File: src/rtl/uart_tx_arbiter.sv
// Round-robin arbiter that shares one UART transmitter between NREQ byte sources.
// Define UART_ARB_PKT_LOCK_EN to hold the grant from a packet's first byte to its req_last byte.
module uart_tx_arbiter #(
    parameter int NREQ    = 4,
    parameter int IDW     = 2,
    parameter int TIMEOUT = 16
) (
    input  logic              clk,
    input  logic              rst_n,
    input  logic [NREQ-1:0]   req_valid,
    input  logic [NREQ-1:0]   req_last,
    input  logic [8*NREQ-1:0] req_data,
    output logic [NREQ-1:0]   req_ack,
    output logic              uart_transmit,
    output logic [7:0]        uart_tx_byte,
    input  logic              uart_is_transmitting,
    output logic              busy,
    output logic [IDW-1:0]    grant_id,
    output logic              timeout_err
);

`ifdef UART_ARB_PKT_LOCK_EN
    typedef enum logic [1:0] {IDLE, WAIT_START, WAIT_DONE, HOLD} state_t;
`else
    typedef enum logic [1:0] {IDLE, WAIT_START, WAIT_DONE} state_t;
`endif

    state_t           state, state_d;
    logic [7:0]       cnt, cnt_d;
    logic [IDW-1:0]   ptr, ptr_d;
    logic [IDW-1:0]   winner, cand, load_id;
    logic             any_valid, load;
    logic             transmit_d, err_d;
    logic [NREQ-1:0]  ack_d;
    logic [7:0]       byte_d;
    logic [IDW-1:0]   gid_d;

`ifdef UART_ARB_PKT_LOCK_EN
    logic last_q, last_d;
`else
    logic unused_last;
    assign unused_last = ^req_last;
`endif

    // Scan downward so the last hit is the requester closest after ptr.
    always_comb begin
        winner    = '0;
        cand      = '0;
        any_valid = 1'b0;
        for (int k = NREQ; k >= 1; k--) begin
            cand = IDW'((int'(ptr) + k) % NREQ);
            if (req_valid[cand]) begin
                winner    = cand;
                any_valid = 1'b1;
            end
        end
    end

    // NOTE: every signal gets a default before the case so no latch is inferred.
    always_comb begin
        state_d    = state;
        cnt_d      = cnt;
        ptr_d      = ptr;
        transmit_d = 1'b0;
        err_d      = 1'b0;
        ack_d      = '0;
        byte_d     = uart_tx_byte;
        gid_d      = grant_id;
        load       = 1'b0;
        load_id    = winner;
`ifdef UART_ARB_PKT_LOCK_EN
        last_d     = last_q;
`endif
        unique case (state)
            IDLE: load = any_valid;
            WAIT_START: begin
                if (uart_is_transmitting) begin
                    cnt_d   = '0;
                    state_d = WAIT_DONE;
                end else if (cnt == 8'(TIMEOUT - 1)) begin
                    cnt_d   = '0;
                    err_d   = 1'b1;
                    state_d = IDLE;
                end else begin
                    cnt_d = cnt + 8'd1;
                end
            end
            WAIT_DONE: begin
                if (!uart_is_transmitting) begin
`ifdef UART_ARB_PKT_LOCK_EN
                    state_d = last_q ? IDLE : HOLD;
`else
                    state_d = IDLE;
`endif
                end
            end
`ifdef UART_ARB_PKT_LOCK_EN
            HOLD: begin
                load    = req_valid[grant_id];
                load_id = grant_id;
            end
`endif
            default: state_d = IDLE;
        endcase

        if (load) begin
            transmit_d = 1'b1;
            ack_d      = NREQ'(1) << load_id;
            byte_d     = req_data[8*load_id +: 8];
            gid_d      = load_id;
            ptr_d      = load_id;
            cnt_d      = '0;
            state_d    = WAIT_START;
`ifdef UART_ARB_PKT_LOCK_EN
            last_d     = req_last[load_id];
`endif
        end
    end

    // NOTE: state registers use non-blocking assignments so all flops update together.
    always_ff @(posedge clk or negedge rst_n) begin
        if (!rst_n) begin
            state         <= IDLE;
            cnt           <= '0;
            ptr           <= IDW'(NREQ - 1);
            uart_transmit <= 1'b0;
            uart_tx_byte  <= '0;
            req_ack       <= '0;
            grant_id      <= '0;
            timeout_err   <= 1'b0;
`ifdef UART_ARB_PKT_LOCK_EN
            last_q        <= 1'b0;
`endif
        end else begin
            state         <= state_d;
            cnt           <= cnt_d;
            ptr           <= ptr_d;
            uart_transmit <= transmit_d;
            uart_tx_byte  <= byte_d;
            req_ack       <= ack_d;
            grant_id      <= gid_d;
            timeout_err   <= err_d;
`ifdef UART_ARB_PKT_LOCK_EN
            last_q        <= last_d;
`endif
        end
    end

    assign busy = (state != IDLE);

endmodule
File: config.mk
export PLATFORM = sky130hd
export DESIGN_NAME = uart_tx_arbiter
export DESIGN_NICKNAME = d
export VERILOG_FILES = /design/src/rtl/uart_tx_arbiter.sv
export SDC_FILE = /design/constraint.sdc
export NUM_CORES = 1
export LEC_CHECK = 0
export BUFFER_PORTS_ARGS = -buffer_cell sky130_fd_sc_hd__buf_2
export CAP_MARGIN = 20
export CORE_MARGIN = 2
export CORE_UTILIZATION = 48
export DETAILED_ROUTE_END_ITERATION = 10
export PLACE_DENSITY = 0.77
export SKIP_LAST_GASP = 1
export SLEW_MARGIN = 5
export SYNTH_ARGS = -nofsm -noshare
export SYNTH_HDL_FRONTEND = slang
export SYNTH_SLANG_ARGS = --single-unit
File: constraint.sdc
create_clock -name clk -period 1.85 [get_ports clk]
set_input_delay 0.37 -clock clk [delete_from_list [all_inputs] [get_ports clk]]
set_output_delay 0.37 -clock clk [all_outputs]
set_load 0.005 [all_outputs]
==> results by group <==
Clocking
  – Post-CTS Repair Setup Buffers: 0
  – Cell at the root of the clock tree: clkbuf_4
  – CTS tree: built
  – Clock-pin slew on the worst setup and hold paths: 0.14 ns
  – H-Tree Depth: 1
  – Clock latency on the worst-skew pair: 0.32 ns
  – Worst-case clock buffer depth: 2
  – Clock buffer count from CTS: 3
  – Clk sinks: 28

Floorplanning
  – Chip height: 60.81 um
  – Die W: 60.81 um
  – Die area: 3697 sq um
  – Row Count: 20
  – Initial Util: 50.74%
  – Core ar.: 3053 sq um
  – IO Count: 60

Final layout
  – Area growth, synth to finish: 26.41%
  – # nets final: 244
  – Antenna Cells: 0
  – Area occupied by multi-input gates: 793.3 sq um
  – Commonest non-fill, non-tap cell in the layout: buf_2
  – Commonest cells after routing, fill and taps aside: buf_2 (55), dfrtp_1 (26), nand2_1 (18), mux2i_1 (14), nor2_1 (13)
  – Share of layout cells above drive strength 1: 44.44%
  – FILL cells: 246
  – Fin util: 64.14%
  – Register area: 703.2 sq um

Setup path
  – CP Max Fanout: 7
  – CP max stage cell: dfstp_2
  – Worst Setup End Kind: flip-flop
  – R2R depth: 6
  – Crit. Startpoint: ptr[1]
  – Required time of the critical path: 2.06 ns
  – CP Launch Type: flip-flop
  – Setup slack, reg-to-reg: 0.07 ns
  – Critical path class: flip-flop to flip-flop
  – Worst r2r src: ptr[1]
  – Critical-path cell list: nand2_1, a21oi_1, o221a_4, clkbuf_16, mux2i_1, o221ai_2
  – Crit Reg-Reg Endpoint: uart_tx_byte[3]
  – Slowest stage delay, CP: 0.62 ns
  – CP arrival: 1.99 ns

Timing
  – Tmin final: 1.780 ns
  – Tightest Pin Transition: 0.6120 ns
  – Fmax: 0.5617 GHz
  – Relative slew margins: 59.20%
  – Clock skew: 0.001597 ns
  – Fin Setup TNS: 0 ns
  – Final setup viols: 0
  – Count of pins over their slew limit: 0
  – Fin. Hold Viols: 0
  – Final WS setup: 0.06961 ns
  – Final worst path period share: 96.24%
  – Worst hold margin: 0.03406 ns

Yosys
  – Post-synthesis sequential area ratio: 45.40%
  – Synth cell types: 38
  – Synth Register Bits: 28
  – YS warnings: 0
  – Post-synth EDFFs: 0
  – Syn Area/Cell: 10.83 sq um
  – Primary FF master, synth: dfrtp_1
  – Mapped Nets: 187
  – Cell Area, Synth: 1549 sq um
  – Post-synthesis instance total: 143
  – Synth async-reset ratio: 100.0%

Outcome
  – Status: finished clean

Global route
  – Vias in the first global route: 1,250
  – Initial antenna violation count: 0
  – First-pass GRT wire length: 5285 um
  – Grt ovf: 0
  – Largest net degree at the start of global routing: 29
  – GRT Resource Usage Total: 19.32%

Placement
  – Number of port buffers: 55
  – Hpwl dp: 2613 um
  – Setup Slack @ Placement: 0.08252 ns
  – Gp weighted congestion: 0.8224

Pwr
  – P_leak: 0.9834 nW
  – VDD IR max: 0.0006986 V
  – Overall Power: 2.620 mW
  – Power Density: 1338 nW/um^2

Route
  – DR pass1 iterations: 4
  – Post-route antenna net violation count: 0
  – DRT iter0 DRCs: 66
  – Routed vias: 1,330
  – DRC viols: 0
  – Wirelength, routed: 3734 um
  – DR WL/cell: 15.43 um
  – Vias/cell: 5.496

Run
  – Max-Cap Viols: 0

Min path
  – Hold Crit Class: primary input to asynchronous set/reset pin
-- worst max-delay path, delay by kind of cell (launching register included) --
kind,cells,cell delay (ns)
flip-flops,1,0.62
AO/OA/AOI/OAI,3,0.55
multiplexers,1,0.25
buffers and inverters,1,0.17
AND/OR/NAND/NOR,1,0.06
-- how the worst max path moves through the flow --
| stage | end | slack (ns) | depth (start not counted) |
|---|---|---|---|
| floorplan | uart_tx_byte[1] | 0.16 | 6 |
| global placement | cnt[5] | 0.18 | 5 |
| detailed placement | uart_tx_byte[2] | 0.08 | 6 |
| CTS | uart_tx_byte[2] | 0.06 | 6 |
| global route | uart_tx_byte[3] | -0.04 | 6 |
| finish | uart_tx_byte[3] | 0.07 | 6 |
-- flip-flops by register name (all words and copies together) (netlist names) --
signal and cells:
grant_id 2, req_ack 4, ptr 2, timeout_err 1, uart_transmit 1, state 2, cnt 8, uart_tx_byte 8
-- kinds of logic (layout without fill, tap and decap cells) --
kind of cell / Yosys count / after routing / synth area share, %
compound gates: 29 / 29 / 16.72
xor+xnor: 1 / 1 / 0.5655
fa+ha+maj: 1 / 1 / 0.8076
buf+inv: 13 / 68 / 6.057
flops: 28 / 28 / 45.40
mux: 19 / 19 / 12.36
simple gates: 52 / 52 / 18.09
-- stage by stage --
stage          area, sq um  std cells
4_1_cts               1867        240
3_5_place_dp          1844        237
5_1_grt               1958        242
6_report              1958        242
3_3_place_gp          1844        237
2_1_floorplan         1549        143
-- repair_timing --
action	4_1_cts	5_1_grt
endpoints found under the setup margin	0	4
hold buffers	0	0
gates resized for setup	0	7
-- where the power goes --
part | leakage (nW) | switching [mW] | internal (mW)
registers | 0.359 | 0.157 | 0.833
clock network | 0.0138 | 0.168 | 0.0764
logic | 0.611 | 0.695 | 0.691
total | 0.983 | 1.02 | 1.60
-- cells in the mapped netlist (2+ instances only) --
cell,count,area (sq um)
o31ai_1,2,15.01
buf_6,5,56.30
nand2_1,18,67.56
dfstp_2,2,52.55
nor2_1,13,48.80
inv_1,4,15.01
nor3_1,2,10.01
mux2i_1,18,180.2
o21ai_0,5,25.02
o221ai_1,2,17.52
or2_4,3,26.28
a32o_1,2,20.02
and3_1,3,18.77
nand2b_1,2,12.51
o221ai_2,6,90.09
a21oi_1,5,25.02
nand3_1,3,15.01
o21ai_1,3,15.01
dfrtp_1,26,650.6
-- layout make-up --
| class | count | share of cell area (%) |
|---|---|---|
| Sequential cell | 28 | 35.91 |
| Inverter | 5 | 1.214 |
| Clock buffer | 3 | 1.150 |
| Multi-Input combinational cell | 102 | 40.51 |
| Timing Repair Buffer | 60 | 18.40 |
| Tap cell | 44 | 2.811 |
-- routing by layer --
metal,vias up,routed length [um],global-route usage [%]
met2,39,2011,34.87
met3,11,154,2.772
met5,-,0,0
li1,628,-,-
met1,652,1479,22.84
met4,0,87,8.075
(Power assumes the default switching activity.)
